### src/rtl/bank_mapper_e0_fe.sv
// -----------------------------------------------------------------------------
// bank_mapper_e0_fe
//
// Cartridge bank-switch mapper for two 8K schemes:
//   - Parker Brothers E0: four 1K segments. Segments 0..2 are selectable and
//     segment 3 is fixed to slice 7. Slices are switched by touching
//     1FE0..1FF7.
//   - Activision FE: two 4K banks. The bank is switched on the bus cycle that
//     follows a stack access at 01FE. The new bank is ~data[5] of that cycle.
// Plain 2K/4K carts (mode 00, or 11 which is treated the same) pass A11..A0
// straight through to the ROM.
//
// Ports:
//   clk          system clock
//   reset        synchronous, active-high reset
//   ena          one-clk strobe per 6507 bus cycle; gates every state update
//   mode[1:0]    00 plain, 01 E0, 10 FE, 11 plain (static after ROM load)
//   cpu_addr     CPU address A12..A0
//   cpu_data     CPU data bus value for the current cycle
//   rom_addr     translated 15-bit ROM address (combinational)
//   bank_change  one-clk pulse in the clk after a slice/bank register write
// -----------------------------------------------------------------------------
module bank_mapper_e0_fe (
    input  logic        clk,
    input  logic        reset,
    input  logic        ena,
    input  logic [1:0]  mode,
    input  logic [12:0] cpu_addr,
    input  logic [7:0]  cpu_data,
    output logic [14:0] rom_addr,
    output logic        bank_change
);

    localparam logic [1:0]  MODE_PLAIN = 2'b00;
    localparam logic [1:0]  MODE_E0    = 2'b01;
    localparam logic [1:0]  MODE_FE    = 2'b10;
    localparam logic [12:0] FE_TRIGGER = 13'h01FE;

    typedef enum logic {
        FE_IDLE  = 1'b0,
        FE_ARMED = 1'b1
    } fe_state_t;

    fe_state_t   state_reg, state_next;
    logic [1:0]  mode_eff;
    logic [1:0]  mode_reg;
    logic        fe_bank_reg;
    logic        bank_change_reg;
    logic        e0_hotspot;
    logic        e0_load;
    logic        fe_load;
    logic [2:0]  seg_all [3];
    logic [2:0]  e0_slice;

    // Mode 11 behaves exactly like plain mode.
    assign mode_eff = (mode == 2'b11) ? MODE_PLAIN : mode;

    // 1FE0..1FF7: A12..A5 all ones, and A4..A3 not 11 (1FF8..1FFF excluded).
    assign e0_hotspot = (cpu_addr[12:5] == 8'hFF) && (cpu_addr[4:3] != 2'b11);
    assign e0_load    = ena && (mode_eff == MODE_E0) && e0_hotspot;

    // Tracks the mode seen on the previous clk. It is not reset on purpose: a
    // reset does not change the mode, so it must not look like a mode change.
    always_ff @(posedge clk) begin
        mode_reg <= mode_eff;
    end

    // FE state machine: next-state and capture strobe.
    always_comb begin
        state_next = state_reg;
        fe_load    = 1'b0;
        if (mode_eff != MODE_FE || mode_eff != mode_reg) begin
            // Outside FE mode, and on the first clk of any new mode, the
            // machine is held idle.
            state_next = FE_IDLE;
        end else if (ena) begin
            case (state_reg)
                FE_IDLE: begin
                    if (cpu_addr == FE_TRIGGER) begin
                        state_next = FE_ARMED;
                    end
                end
                FE_ARMED: begin
                    fe_load    = 1'b1;
                    // Back-to-back 01FE accesses keep the machine armed.
                    state_next = (cpu_addr == FE_TRIGGER) ? FE_ARMED : FE_IDLE;
                end
                default: state_next = FE_IDLE;
            endcase
        end
    end

    always_ff @(posedge clk) begin
        if (reset) begin
            state_reg       <= FE_IDLE;
            fe_bank_reg     <= 1'b0;
            bank_change_reg <= 1'b0;
        end else begin
            state_reg       <= state_next;
            if (fe_load) begin
                fe_bank_reg <= ~cpu_data[5];
            end
            // Pulses on every write, including a rewrite with the same value.
            bank_change_reg <= e0_load || fe_load;
        end
    end

    // E0 slice registers seg0..seg2; reset values are 4, 5 and 6.
    generate
        for (genvar gi = 0; gi < 3; gi++) begin : g_seg
            logic [2:0] seg_reg;
            always_ff @(posedge clk) begin
                if (reset) begin
                    seg_reg <= 3'(4 + gi);
                end else if (e0_load && (cpu_addr[4:3] == 2'(gi))) begin
                    seg_reg <= cpu_addr[2:0];
                end
            end
            assign seg_all[gi] = seg_reg;
        end
    endgenerate

    // Segment 3 is fixed to slice 7, which also covers the hotspot range, so a
    // hotspot cycle is always served from the fixed slice.
    always_comb begin
        e0_slice = 3'd7;
        case (cpu_addr[11:10])
            2'd0:    e0_slice = seg_all[0];
            2'd1:    e0_slice = seg_all[1];
            2'd2:    e0_slice = seg_all[2];
            default: e0_slice = 3'd7;
        endcase
    end

    always_comb begin
        rom_addr = {3'b000, cpu_addr[11:0]};
        case (mode_eff)
            MODE_E0: rom_addr = {2'b00, e0_slice, cpu_addr[9:0]};
            MODE_FE: rom_addr = {2'b00, fe_bank_reg, cpu_addr[11:0]};
            default: rom_addr = {3'b000, cpu_addr[11:0]};
        endcase
    end

    assign bank_change = bank_change_reg;

endmodule

### config.mk
export PLATFORM = sky130hd
export DESIGN_NAME = bank_mapper_e0_fe
export DESIGN_NICKNAME = d
export VERILOG_FILES = /design/src/rtl/bank_mapper_e0_fe.sv
export SDC_FILE = /design/constraint.sdc
export NUM_CORES = 1
export LEC_CHECK = 0
export CAP_MARGIN = 20
export CORE_AREA = 10 10 57 59
export CTS_BUF_LIST = sky130_fd_sc_hd__clkbuf_8
export CTS_CLUSTER_SIZE = 12
export DETAILED_ROUTE_END_ITERATION = 16
export DIE_AREA = 0 0 67 69
export PLACE_DENSITY = 0.81
export SLEW_MARGIN = 25
export SYNTH_ARGS = -nofsm -noshare
export SYNTH_HDL_FRONTEND = slang
export SYNTH_SLANG_ARGS = --single-unit
### constraint.sdc
create_clock -name clk -period 2.95 [get_ports clk]
set_input_delay 0.295 -clock clk [delete_from_list [all_inputs] [get_ports clk]]
set_output_delay 0.295 -clock clk [all_outputs]
set_load 0.005 [all_outputs]
# ---- Word level (Yosys, flattened, before mapping)
# Cells that the tools add are included.
dict set report op_classes {
  n_addsub 0
  mul 0
  div_mod_pow 0
  order_cmp 0
  n_eq_ne 12
  shifts 0
  mux 7
  bitwise_logic 1
  reduce_logical 11
}
# operator n
set ops {}
lappend ops {{$pmux 13 s2} 1}
lappend ops {{$eq 13x9->1 const B} 1}
lappend ops {{$pmux 3 s3} 1}
lappend ops {{$eq 2x2->1 const B} 4}
lappend ops {{$eq 8x8->1 const B} 1}
lappend ops {{$eq 2x1->1 const B} 3}
lappend ops {{$logic_and 1x1->1} 6}
lappend ops {{$logic_not 2->1} 2}
lappend ops {{$mux 1} 4}
lappend ops {{$ne 2x2->1 const B} 2}
lappend ops {{$logic_or 1x1->1} 2}
lappend ops {{$mux 2} 1}
lappend ops {{$ne 2x2->1} 1}
lappend ops {{$reduce_or 2->1} 1}
lappend ops {{$not 1->1} 1}
dict set report totals {
  ff_bits 14
  latch_bits 0
  ramBits 0
  mem_bits_ro 0
  input_bits 26
  n_memories 0
}

# ---- Longest topological paths before layout
dict set report depth {
  ltp_word 6
  ltp_mapped 6
}

# ---- Worst setup path after synthesis
# OpenSTA, ideal clock, no wires.
dict set report synth_timing {
  kind {input to register}
  startpoint {input port mode[1]}
  endpoint {register g_seg[2].seg_reg[0]}
  setup_time_ns 0.127
  t_arrival_ns 1.321
  slack_ns 1.502
  stages 6
  path_buffers 0
  cell_sequence {inv_1 ha_1 nand3_4 nor4_4 mux2i_1 nor2_1}
}
dict set report synth_via {
  elab_chain_cells 6
}
# item line_no
set synth_lines {}
lappend synth_lines {{from (decl)} 27} ;# input logic [1:0] mode,
lappend synth_lines {{$eq 2x2->1} 56} ;# assign mode_eff = (mode == 2'b11) ? MODE_PLAIN : mode;
lappend synth_lines {{$mux 2} 56}
lappend synth_lines {{named net mode_eff[0]} 45} ;# logic [1:0] mode_eff;
lappend synth_lines {{$eq 2x1->1} 60} ;# assign e0_load = ena && (mode_eff == MODE_E0) && e0_hotspot;
lappend synth_lines {{$logic_and 1x1->1 (2 in a row)} 60}
lappend synth_lines {{$logic_and 1x1->1} 115} ;# end else if (e0_load && (cpu_addr[4:3] == 2'(gi))) begin
lappend synth_lines {{to (signal assigned)} 114} ;# seg_reg <= 3'(4 + gi);
lappend synth_lines {{to (signal assigned)} 116} ;# seg_reg <= cpu_addr[2:0];
lappend synth_lines {{to (decl)} 111} ;# logic [2:0] seg_reg;
# The timed path passes the listed nets, and every way through them passes these cells.
# A chain may end at the register's enable or synchronous reset.

# ---- Worst setup path in the final report
dict set report layout_timing {
  startpoint {input port mode[1]}
  endpoint {output port rom_addr[11]}
}
dict set report layout_via {
  elab_chain_cells 4
}
# item line_no
set layout_lines {}
lappend layout_lines {{$eq 2x2->1 *} 56}
lappend layout_lines {{$mux 2 *} 56}
lappend layout_lines {{named net mode_eff[0]} 45}
lappend layout_lines {{$eq 2x2->1 / $eq 2x1->1 (equally long branches)} 137} ;# case (mode_eff)
lappend layout_lines {{$pmux 13 s2 *} 137}
lappend layout_lines {{to (decl)} 30} ;# output logic [14:0] rom_addr,
# The timed path passes the listed nets; every way through them passes the cells marked *.

==> reports/qor.csv <==
stage;metric;value;unit
grt;total grt overflow;0;
sta;final hold viol count;0;
grt;largest net degree at the start of global routing;16;
grt;antenna violations before repair;0;
clocking;clock edge transition at the registers on the reported setup and hold paths;0.06;ns
clocking;Post-CTS Repair Setup Buffers;0;
setup_path;type of element launching the critical path;input port;
grt;via count of the first global-routing pass;776;
pwr;leakage power figure;0.445;nW
drt;final routed wire length divided by cell count;14.5;um
synth;Post-Synthesis Mean Instance Area;8.94;um^2
synth;Ys Warns;0;
drt;post-detailed-route DRC marker count;0;
hold_path;class of the tightest hold or removal check;register to register;
synth;share of the synthesized area in the top cell type;0.304;
sta;number of pins with negative max-slew slack in the final report;0;
clocking;clock tree from TritonCTS;yes;
synth;post-synthesis cell area;921;um^2
setup_path;capturing element type of the critical path;output port;
setup_path;Worst Path Arrival;2.18;ns
synth;Synth top cells by count;sky130_fd_sc_hd__dfxtp_1 (14), sky130_fd_sc_hd__nor2_1 (14), sky130_fd_sc_hd__buf_4 (12), sky130_fd_sc_hd__a21oi_1 (10), sky130_fd_sc_hd__nor3_1 (6);
placement;IO buf count;32;
floorplan;effective utilization at floorplan;0.429;
drt;Detailed Routing Iterations Pass 1;5;
synth;flip-flop and latch count after synthesis;14;
synth;unique cell type count in the Yosys netlist;29;
sta;final critical path time including I/O delays and setup;2.47;ns
floorplan;die area;4620;um^2
floorplan;y dimension of the die;69;um
placement;dpl ws;0.459;ns
sta;skew final;0.000424;ns
clocking;Longest Clk Path Bufs;2;
setup_path;crit path max fanout;7;
synth;top cells by area in the synthesized netlist;sky130_fd_sc_hd__dfxtp_1 (30%), sky130_fd_sc_hd__buf_4 (9.8%), sky130_fd_sc_hd__nor4_4 (6.9%), sky130_fd_sc_hd__nor2_1 (5.7%), sky130_fd_sc_hd__a21oi_1 (5.4%);
drt;detailed-route via count;785;
synth;cell type contributing the most total cell area after synthesis;sky130_fd_sc_hd__dfxtp_1;
clocking;clock insertion delay at the later pin of the skew report;0.24;ns
cells_and_area;flip-flop count of the largest register after layout;9;
setup_path;worst r2r dst;fe_bank_reg;
floorplan;Top Ports;42;
setup_path;R2R setup slack;1.77;ns
clocking;CTS H-tree depth;1;
synth;asr flop ratio synth;0;
run;max cap viols;0;
drt;total wire length;2230;um
placement;Routability Congestion;0.841;
synth;EDFF count, synth;0;
pwr;power density relative to cell area;386;nW/um^2
cells_and_area;share of cells above drive strength 1;0.103;
setup_path;reg2reg start;mode_reg[1];
sta;setup TNS after final layout;0;ns
synth;Most used DFF post-synth;sky130_fd_sc_hd__dfxtp_1;
floorplan;Die X-Extent;67;um
synth;sequential element share of the synthesized area;0.304;
grt;Overall Global Routing Usage;0.0949;
setup_path;Data required, critical path;2.65;ns
cells_and_area;count of nets after finishing;156;
cells_and_area;multi-input gate area in the final layout;512;um^2
setup_path;startpoint-to-endpoint class of the critical path;input port to output port;
sta;Max-slew headroom;0.632;
setup_path;CP Capture Point;rom_addr[11];
placement;post-DP HPWL;1750;um
floorplan;standard cell core area;2150;um^2
sta;final setup violation count;0;
cells_and_area;fillers;178;
setup_path;number of cells on the worst reg-to-reg path;4;
drt;Via density;5.10;
cells_and_area;Cell Count, Final, Fillers Out;154;
clocking;CTS-repair resized insts;0;
drt;starting DRC count in detailed routing;37;
clocking;number of buffers inserted for hold repair after clock tree synthesis;0;
sta;period utilisation layout;0.839;
sta;Worst Tran Pin Value;0.551;ns
cells_and_area;antenna fix cells;0;
cells_and_area;area of all sequential standard cells;280;um^2
clocking;Inserted Clock Buffers;3;
sta;setup slack after layout;0.476;ns
synth;synthesized instance count;103;
sta;setup repair after global routing missed its margin;no;
outcome;outcome;completed;
floorplan;number of standard-cell rows in the floorplan;17;
cells_and_area;end-of-flow core utilization;0.568;
clocking;Clock Tree Root;sky130_fd_sc_hd__clkbuf_8;
sta;achievable clock frequency;404;MHz
drt;number of routed nets with antenna violations;0;
grt;first-pass GRT wire length;3620;um
cells_and_area;area added between synthesis and finish;32.6;%
pwr;Max VDD drop;0.000251;V
hold_path;hold wc startpoint;g_seg[0].seg_reg[0];
placement;placed cells;150;
setup_path;launching element of the worst setup path;mode[1];
clocking;clock sinks;14;
-- report_power, final --
part	switching [mW]	internal [mW]	total (mW)
combinational	0.0435	0.0511	0.0946
sequential	0.000541	0.191	0.191
clock	0.0679	0.118	0.186
total	0.112	0.360	0.472
-- kinds of logic after synthesis --
logic type,after synthesis,share of synthesized area
AO/OA/AOI/OAI,17,0.105
XOR/XNOR,2,0.0190
adder cells (fa/ha/maj),3,0.0408
buffers and inverters,19,0.144
flip-flops,14,0.304
multiplexers,6,0.0666
other,1,0.00407
AND/OR/NAND/NOR,41,0.317
-- metrics by stage --
step / cell area (um^2) / hold WS [ns] / total power, mW
2_1_floorplan: 925 / 0.391 / 0.243
3_3_place_gp: 1170 / 0.472 / 0.288
6_report: 1220 / 0.495 / 0.472
4_1_cts: 1220 / 0.501 / 0.474
5_1_grt: 1220 / 0.519 / 0.491
3_5_place_dp: 1170 / 0.483 / 0.290
-- layout by cell type (no fill, tap or decap) --
cell	count
sky130_fd_sc_hd__nor2_1	14
sky130_fd_sc_hd__nand4bb_1	1
sky130_fd_sc_hd__inv_1	5
sky130_fd_sc_hd__dfxtp_1	14
sky130_fd_sc_hd__clkdlybuf4s50_1	32
sky130_fd_sc_hd__xor2_1	2
sky130_fd_sc_hd__ha_1	3
sky130_fd_sc_hd__a21oi_1	10
sky130_fd_sc_hd__nor4_1	1
sky130_fd_sc_hd__nand2_2	1
sky130_fd_sc_hd__or4b_1	1
sky130_fd_sc_hd__nor4_2	1
sky130_fd_sc_hd__nor3_2	1
sky130_fd_sc_hd__a31oi_1	1
sky130_fd_sc_hd__nand2_1	5
sky130_fd_sc_hd__and2b_1	1
sky130_fd_sc_hd__nand4b_1	2
sky130_fd_sc_hd__mux2i_1	5
sky130_fd_sc_hd__mux2_2	1
sky130_fd_sc_hd__a211oi_1	1
sky130_fd_sc_hd__o21ai_0	3
sky130_fd_sc_hd__clkbuf_8	4
sky130_fd_sc_hd__nand3_4	2
sky130_fd_sc_hd__nand3_1	2
sky130_fd_sc_hd__o311ai_0	2
sky130_fd_sc_hd__nor3_1	6
sky130_fd_sc_hd__nor4_4	3
sky130_fd_sc_hd__conb_1	2
-- worst min-delay path by stage --
| stage | end | depth (start not counted) |
|---|---|---|
| after detailed placement | g_seg[2].seg_reg[0] | 2 |
| after global placement | g_seg[0].seg_reg[1] | 2 |
| final | g_seg[0].seg_reg[0] | 2 |
| after CTS | g_seg[2].seg_reg[0] | 2 |
| after global routing | g_seg[2].seg_reg[0] | 2 |
| after floorplan | fe_bank_reg | 1 |
-- layer usage --
metal,up-vias,wire length [um],GRT usage
li1,398,-,-
met1,357,854,0.0952
met2,24,1200,0.172
met3,6,139,0.0242
met4,0,36,0.0452
met5,-,0,0
-- layout make-up --
class	count	share of cell area
multi-input combinational	71	0.419
timing repair buffer	32	0.262
sequential	14	0.230
clock buffer	4	0.0451
tap	28	0.0287
inverter	5	0.0154
-- critical path: stages --
cell	delay, ns
sky130_fd_sc_hd__clkdlybuf4s50_1	0.45
sky130_fd_sc_hd__inv_1	0.08
sky130_fd_sc_hd__ha_1	0.33
sky130_fd_sc_hd__inv_1	0.06
sky130_fd_sc_hd__o311ai_0	0.38
sky130_fd_sc_hd__clkdlybuf4s50_1	0.59
Note: power is estimated with default switching activity, not from simulation.
